===== src/rtl/seed_frame_loader_if.sv =====
// Host-word and cipher-core handshake bundle for the seed frame loader.
// The slave modport is the loader's view; master is the host/core side.
interface seed_frame_loader_if;
  logic         i_fValid;
  logic [31:0]  i_Word;
  logic         i_fNewKey;
  logic         o_fReady;
  logic [128:0] o_Data;
  logic         i_fDone;
  logic [127:0] i_Text;
  logic [127:0] o_Result;
  logic         o_fResultValid;
  logic         o_fErr;

  modport slave (
    input  i_fValid, i_Word, i_fNewKey, i_fDone, i_Text,
    output o_fReady, o_Data, o_Result, o_fResultValid, o_fErr
  );

  modport master (
    output i_fValid, i_Word, i_fNewKey, i_fDone, i_Text,
    input  o_fReady, o_Data, o_Result, o_fResultValid, o_fErr
  );
endinterface


===== src/rtl/seed_frame_loader.sv =====
// Collects 32-bit host words into key/text frames, launches the cipher core
// and captures its result, with a timeout guarding the wait for completion.
module seed_frame_loader #(
  parameter int BUSY_MAX = 255
) (
  input  logic                  i_Clk,
  input  logic                  i_Rst,
  seed_frame_loader_if.slave    bus
);

  typedef enum logic [2:0] {
    IDLE     = 3'd0,
    LOADKEY  = 3'd1,
    LOADTEXT = 3'd2,
    LAUNCH   = 3'd3,
    PRESENT  = 3'd4,
    BUSY     = 3'd5
  } state_t;

  localparam logic [9:0] BUSY_LIMIT = 10'(BUSY_MAX);

  state_t         state_r;
  logic [127:0]   shift_r;
  logic [127:0]   key_r;
  logic [1:0]     word_cnt_r;
  logic [9:0]     busy_cnt_r;
  logic           key_loaded_r;
  logic           ready_r;
  logic [128:0]   data_r;
  logic [127:0]   result_r;
  logic           result_valid_r;
  logic           err_r;

  logic           take_s;
  logic [127:0]   shift_next_s;
  logic           busy_last_s;

  assign take_s       = bus.i_fValid & ready_r;
  assign shift_next_s = {shift_r[95:0], bus.i_Word};
  // True in the BUSY cycle in which the budget is used up.
  assign busy_last_s  = ((busy_cnt_r + 10'd1) == BUSY_LIMIT);

  assign bus.o_fReady       = ready_r;
  assign bus.o_Data         = data_r;
  assign bus.o_Result       = result_r;
  assign bus.o_fResultValid = result_valid_r;
  assign bus.o_fErr         = err_r;

  // Frame-loading and launch FSM; ready_r tracks the accepting states.
  always_ff @(posedge i_Clk or posedge i_Rst) begin
    if (i_Rst) begin
      state_r        <= IDLE;
      shift_r        <= 128'd0;
      key_r          <= 128'd0;
      word_cnt_r     <= 2'd0;
      busy_cnt_r     <= 10'd0;
      key_loaded_r   <= 1'b0;
      ready_r        <= 1'b1;
      data_r         <= 129'd0;
      result_r       <= 128'd0;
      result_valid_r <= 1'b0;
      err_r          <= 1'b0;
    end else begin
      result_valid_r <= 1'b0;
      case (state_r)
        IDLE: begin
          if (take_s) begin
            if (bus.i_fNewKey) begin
              shift_r    <= shift_next_s;
              word_cnt_r <= 2'd1;
              state_r    <= LOADKEY;
            end else if (key_loaded_r) begin
              shift_r    <= shift_next_s;
              word_cnt_r <= 2'd1;
              state_r    <= LOADTEXT;
            end else begin
              // Text-only frame with no key ever loaded: drop the word.
              err_r <= 1'b1;
            end
          end
        end
        LOADKEY: begin
          if (take_s) begin
            shift_r    <= shift_next_s;
            word_cnt_r <= word_cnt_r + 2'd1;
            if (word_cnt_r == 2'd3) begin
              key_r        <= shift_next_s;
              key_loaded_r <= 1'b1;
              state_r      <= LOADTEXT;
            end
          end
        end
        LOADTEXT: begin
          if (take_s) begin
            shift_r    <= shift_next_s;
            word_cnt_r <= word_cnt_r + 2'd1;
            if (word_cnt_r == 2'd3) begin
              state_r <= LAUNCH;
              ready_r <= 1'b0;
              data_r  <= {1'b1, key_r};
            end
          end
        end
        LAUNCH: begin
          state_r <= PRESENT;
          data_r  <= {1'b0, shift_r};
        end
        PRESENT: begin
          state_r    <= BUSY;
          busy_cnt_r <= 10'd0;
        end
        BUSY: begin
          // A done in the final budget cycle still wins over the timeout.
          if (bus.i_fDone) begin
            result_r       <= bus.i_Text;
            result_valid_r <= 1'b1;
            state_r        <= IDLE;
            ready_r        <= 1'b1;
            data_r         <= 129'd0;
          end else if (busy_last_s) begin
            err_r   <= 1'b1;
            state_r <= IDLE;
            ready_r <= 1'b1;
            data_r  <= 129'd0;
          end else begin
            busy_cnt_r <= busy_cnt_r + 10'd1;
          end
        end
        default: begin
          state_r <= IDLE;
          ready_r <= 1'b1;
          data_r  <= 129'd0;
        end
      endcase
    end
  end

endmodule


===== src/flat_wrapper.sv =====
// flat-port wrapper written by rule: the top's interface ports become plain ports
module seed_frame_loader_flat 
#(
  parameter int BUSY_MAX = 255
)
  (i_Clk, i_Rst, bus_i_fValid, bus_i_Word, bus_i_fNewKey, bus_i_fDone, bus_i_Text, bus_o_fReady, bus_o_Data, bus_o_Result, bus_o_fResultValid, bus_o_fErr);
  seed_frame_loader_if bus_i ();
  input  logic i_Clk;
  input  logic i_Rst;
  input wire logic [$bits(bus_i.i_fValid)-1:0] bus_i_fValid;
  input wire logic [$bits(bus_i.i_Word)-1:0] bus_i_Word;
  input wire logic [$bits(bus_i.i_fNewKey)-1:0] bus_i_fNewKey;
  input wire logic [$bits(bus_i.i_fDone)-1:0] bus_i_fDone;
  input wire logic [$bits(bus_i.i_Text)-1:0] bus_i_Text;
  output wire logic [$bits(bus_i.o_fReady)-1:0] bus_o_fReady;
  output wire logic [$bits(bus_i.o_Data)-1:0] bus_o_Data;
  output wire logic [$bits(bus_i.o_Result)-1:0] bus_o_Result;
  output wire logic [$bits(bus_i.o_fResultValid)-1:0] bus_o_fResultValid;
  output wire logic [$bits(bus_i.o_fErr)-1:0] bus_o_fErr;
  assign bus_i.i_fValid = bus_i_fValid;
  assign bus_i.i_Word = bus_i_Word;
  assign bus_i.i_fNewKey = bus_i_fNewKey;
  assign bus_i.i_fDone = bus_i_fDone;
  assign bus_i.i_Text = bus_i_Text;
  assign bus_o_fReady = bus_i.o_fReady;
  assign bus_o_Data = bus_i.o_Data;
  assign bus_o_Result = bus_i.o_Result;
  assign bus_o_fResultValid = bus_i.o_fResultValid;
  assign bus_o_fErr = bus_i.o_fErr;
  seed_frame_loader #(.BUSY_MAX(BUSY_MAX)) u_core (.i_Clk(i_Clk), .i_Rst(i_Rst), .bus(bus_i));
endmodule

===== config.mk =====
export PLATFORM = sky130hd
export DESIGN_NAME = seed_frame_loader_flat
export DESIGN_NICKNAME = d
export VERILOG_FILES = /design/src/rtl/seed_frame_loader_if.sv /design/src/rtl/seed_frame_loader.sv /design/src/flat_wrapper.sv
export SDC_FILE = /design/constraint.sdc
export NUM_CORES = 1
export LEC_CHECK = 0
export CORE_MARGIN = 3
export CORE_UTILIZATION = 52
export CTS_CLUSTER_DIAMETER = 100
export CTS_CLUSTER_SIZE = 28
export DETAILED_ROUTE_END_ITERATION = 10
export PLACE_DENSITY = 0.8
export SYNTH_ARGS = -nofsm -noshare
export SYNTH_HDL_FRONTEND = slang
export SYNTH_SLANG_ARGS = --single-unit

===== constraint.sdc =====
create_clock -name i_Clk -period 19.1 [get_ports i_Clk]
set_clock_uncertainty 0.15 [all_clocks]
set_input_delay 2.865 -clock i_Clk [delete_from_list [all_inputs] [get_ports i_Clk]]
set_output_delay 2.865 -clock i_Clk [all_outputs]
set_load 0.05 [all_outputs]

==> impl_metrics.ini <==
[status]
outcome = complete, no violations

[critical_path]
worstRegToRegCells = 8
critical_path_buf_inv_count = 2
path_delay_family = buffers and inverters
start_kind = input port
ff2ff_setup_slack_ps = 14800
startpoint = bus_i_fDone
critical_path_arrival_ps = 6220
cp-endpoint = u_core.bus.o_Data[109]
crit_cells = 6
critPathMaxStageDelay_ps = 780
regToRegStartpoint = u_core.busy_cnt_r[0]
end_kind = register
path_class = input port to register
path_cells = clkdlybuf4s50_1, or3_1, a21o_1, nand2_8, buf_4, mux2_2
timing.rr.end = u_core.bus.o_Data[73]
crit_required_ps = 19400
cp_slowest_cell = nand2_8
crit_fanout = 88

[cells_and_area]
area_delta_synth_final_pct = 24.0
layout-drive-gt1-share = 0.321
nFillCells = 2993
ff_latch_area_um2 = 13300
num_antenna_cells = 0
multiInputGateArea_um2 = 8030
layoutNonFillerInstCount = 2288
finalNetCount = 1917

[placement]
numPlacedInstances = 2257
gp_congestion = 0.793
place_hpwl_mm = 34.1
io_buffers = 424

[synth]
ys_types = 43
synthesis.area_um2 = 21800
synth_edf_count = 0
synth_fp_nets = 1547
yosysWarnings = 0
syn_area_per_cell_um2 = 15.8
ys_ff_latch = 532
async_reset_ff_frac = 1.00
ys.flop_type = dfrtp_1
syn_inst = 1379
yosysSeqAreaShare = 0.612

[clock_network]
clk_path_buf_depth = 3
clock_latency_ps = 550
postCtsHoldBufs = 0
cts_setup_buffers = 0
cts_tree = done
cts_inserted_buffers = 22
h-tree-depth = 1
cts_resized = 0
root_buffer = clkbuf_16
clkTransAtPathRegs_ps = 100
clock_sinks = 532

[grt]
grtUsageTotal = 0.225
grt_pass1_wl_mm = 79.0
overflow = 0
antenna_found_initial = 2
first_global_vias = 13200
grt_max_degree = 155

[pwr]
powerDensity_nw_per_um2 = 180
p_sw_frac = 0.426
power.share.clock = 0.114
p_int_mw = 2.79
p_leak_nw = 12.4
seqPwrFrac = 0.397
p_sw_mw = 2.07
ir_worst_vdd_mv = 0.103
p_comb_frac = 0.489

[routing]
num_vias = 12800
drcViolationCount = 0
via_per_inst = 5.60
final_antenna_net_count = 0
drt_pre_antenna_iters = 7
post_drt_wl_per_cell_um = 22.3
drt_iter0_drc = 710
wirelength_mm = 50.9

[floorplanning]
die_x_um = 211
fp.coreArea_um2 = 41100
start_util = 0.529
row_count = 74
dieArea_um2 = 44300
num_io_pins = 425
die-height_um = 211

[sta]
setup_viol = 0
hold_viol = 0
rsz0062_at_grt = false
fmax_mhz = 169
fin_crit_sh = 0.310
tightest_slew_ps = 1200
fin_tns_setup_ps = 0
finalCriticalPeriod_ps = 5930
drv_slew = 0
relSlewSlack = 0.198

[worst_hold_path]
worstHoldPathType = register to register

[job]
max_cap_viol_count = 0
## power groups by stage
| stage | sequential [mW] | clock, mW | combinational, mW |
|---|---|---|---|
| 5_1_grt | 2.00 | 0.616 | 2.48 |
| 4_1_cts | 1.93 | 0.576 | 2.40 |
| 2_1_floorplan | 2.70 | 0 | 0.834 |
| 3_3_place_gp | 1.93 | 0 | 2.36 |
| 3_5_place_dp | 1.95 | 0 | 2.40 |
| 6_report | 1.93 | 0.556 | 2.38 |
## cell families (layout without fill, tap and decap cells)
group	count (synthesis)	count (layout)	share of synthesized area
buffers and inverters	94	471	0.0212
DFF	532	532	0.612
AOI/OAI and AO/OA	165	165	0.0633
muxes	514	514	0.285
and+or+nand+nor	71	71	0.0170
adders and majority gates	3	3	0.00173
## cell usage after synthesis (2+ instances only)
library cell / n / share of area
a211oi_1: 2 / 0.00069
and3_1: 3 / 0.00086
nand3_1: 10 / 0.0023
and2_1: 3 / 0.00086
mux2_2: 405 / 0.21
inv_1: 2 / 0.00035
clkbuf_1: 74 / 0.013
nor2_1: 11 / 0.0019
buf_1: 2 / 0.00035
a21o_1: 5 / 0.0017
ha_1: 3 / 0.0017
a22o_1: 129 / 0.052
buf_2: 2 / 0.00046
nand2_1: 17 / 0.0029
a211o_1: 3 / 0.0012
nand2b_1: 4 / 0.0012
o21ai_0: 10 / 0.0023
buf_6: 14 / 0.0072
nor2b_1: 5 / 0.0014
or3_1: 5 / 0.0014
mux2_4: 109 / 0.075
nor3_1: 5 / 0.0012
dfrtp_1: 531 / 0.61
a21oi_1: 5 / 0.0012
nor4_1: 2 / 0.00058
## sequential cells by signal, summed over array words and instances, names as in the netlist, 2 cells and up
| register | flops |
|---|---|
| u_core.state_r | 3 |
| u_core.bus.o_Result | 128 |
| u_core.key_r | 128 |
| u_core.bus.o_Data | 129 |
| u_core.busy_cnt_r | 10 |
| u_core.word_cnt_r | 2 |
| u_core.shift_r | 128 |
## worst min path at each step
stage | startpoint | end | slack (ps) | cells past startpoint
after floorplan | u_core.key_loaded_r | u_core.key_loaded_r | 290 | 1
after global placement | u_core.key_loaded_r | u_core.key_loaded_r | 310 | 1
after detailed placement | u_core.bus.o_fErr | u_core.bus.o_fErr | 310 | 1
after CTS | u_core.key_loaded_r | u_core.key_loaded_r | 340 | 1
after global routing | u_core.key_loaded_r | u_core.key_loaded_r | 360 | 1
final | u_core.key_loaded_r | u_core.key_loaded_r | 340 | 1
## layer usage
| metal | global-route usage | vias to the layer above | part of all wire |
|---|---|---|---|
| met5 | 0 | - | 0.00041 |
| met4 | 0.0478 | 4 | 0.020 |
| met3 | 0.0500 | 44 | 0.066 |
| met2 | 0.378 | 333 | 0.49 |
| met1 | 0.305 | 6689 | 0.42 |
| li1 | - | 5742 | - |
## layout by cell type, fill, tap and decap left out, drive strengths merged, types with 3 or more instances in the layout
cell           Yosys  layout
clkdlybuf4s50      0     424
or3                5       5
nand2             18      18
ha                 3       3
buf               18      14
a21o               5       5
mux2             514     514
dfrtp            531     531
nor2              11      11
clkbuf            74      31
o21ai             10      10
nand2b             4       4
and2               3       3
and3               3       3
a22o             129     129
a21oi              5       5
nand3             11      11
nor3               5       5
nor2b              5       5
a211o              3       3
## cell type report
cell class              instances  share of cell area
repair buffers                438               0.161
flip-flops and latches        532               0.494
multi-input cells             753               0.298
well taps                     532              0.0247
clock buffers                  31              0.0224
inverters                       2            0.000557
## through the flow
step | instance area [um2] | total power, mW | util | setup WS [ps] | hold WS [ps]
after floorplan | 21800 | 3.53 | - | 1220 | 287
after global placement | 26400 | 4.29 | 0.641 | 12660 | 308
after detailed placement | 26400 | 4.35 | 0.641 | 12600 | 310
after CTS | 27000 | 4.91 | 0.656 | 13200 | 341
after global routing | 27000 | 5.09 | 0.656 | 12950 | 361
final | 27000 | 4.86 | 0.656 | 13170 | 339
Note: power is estimated with default switching activity, not from simulation.
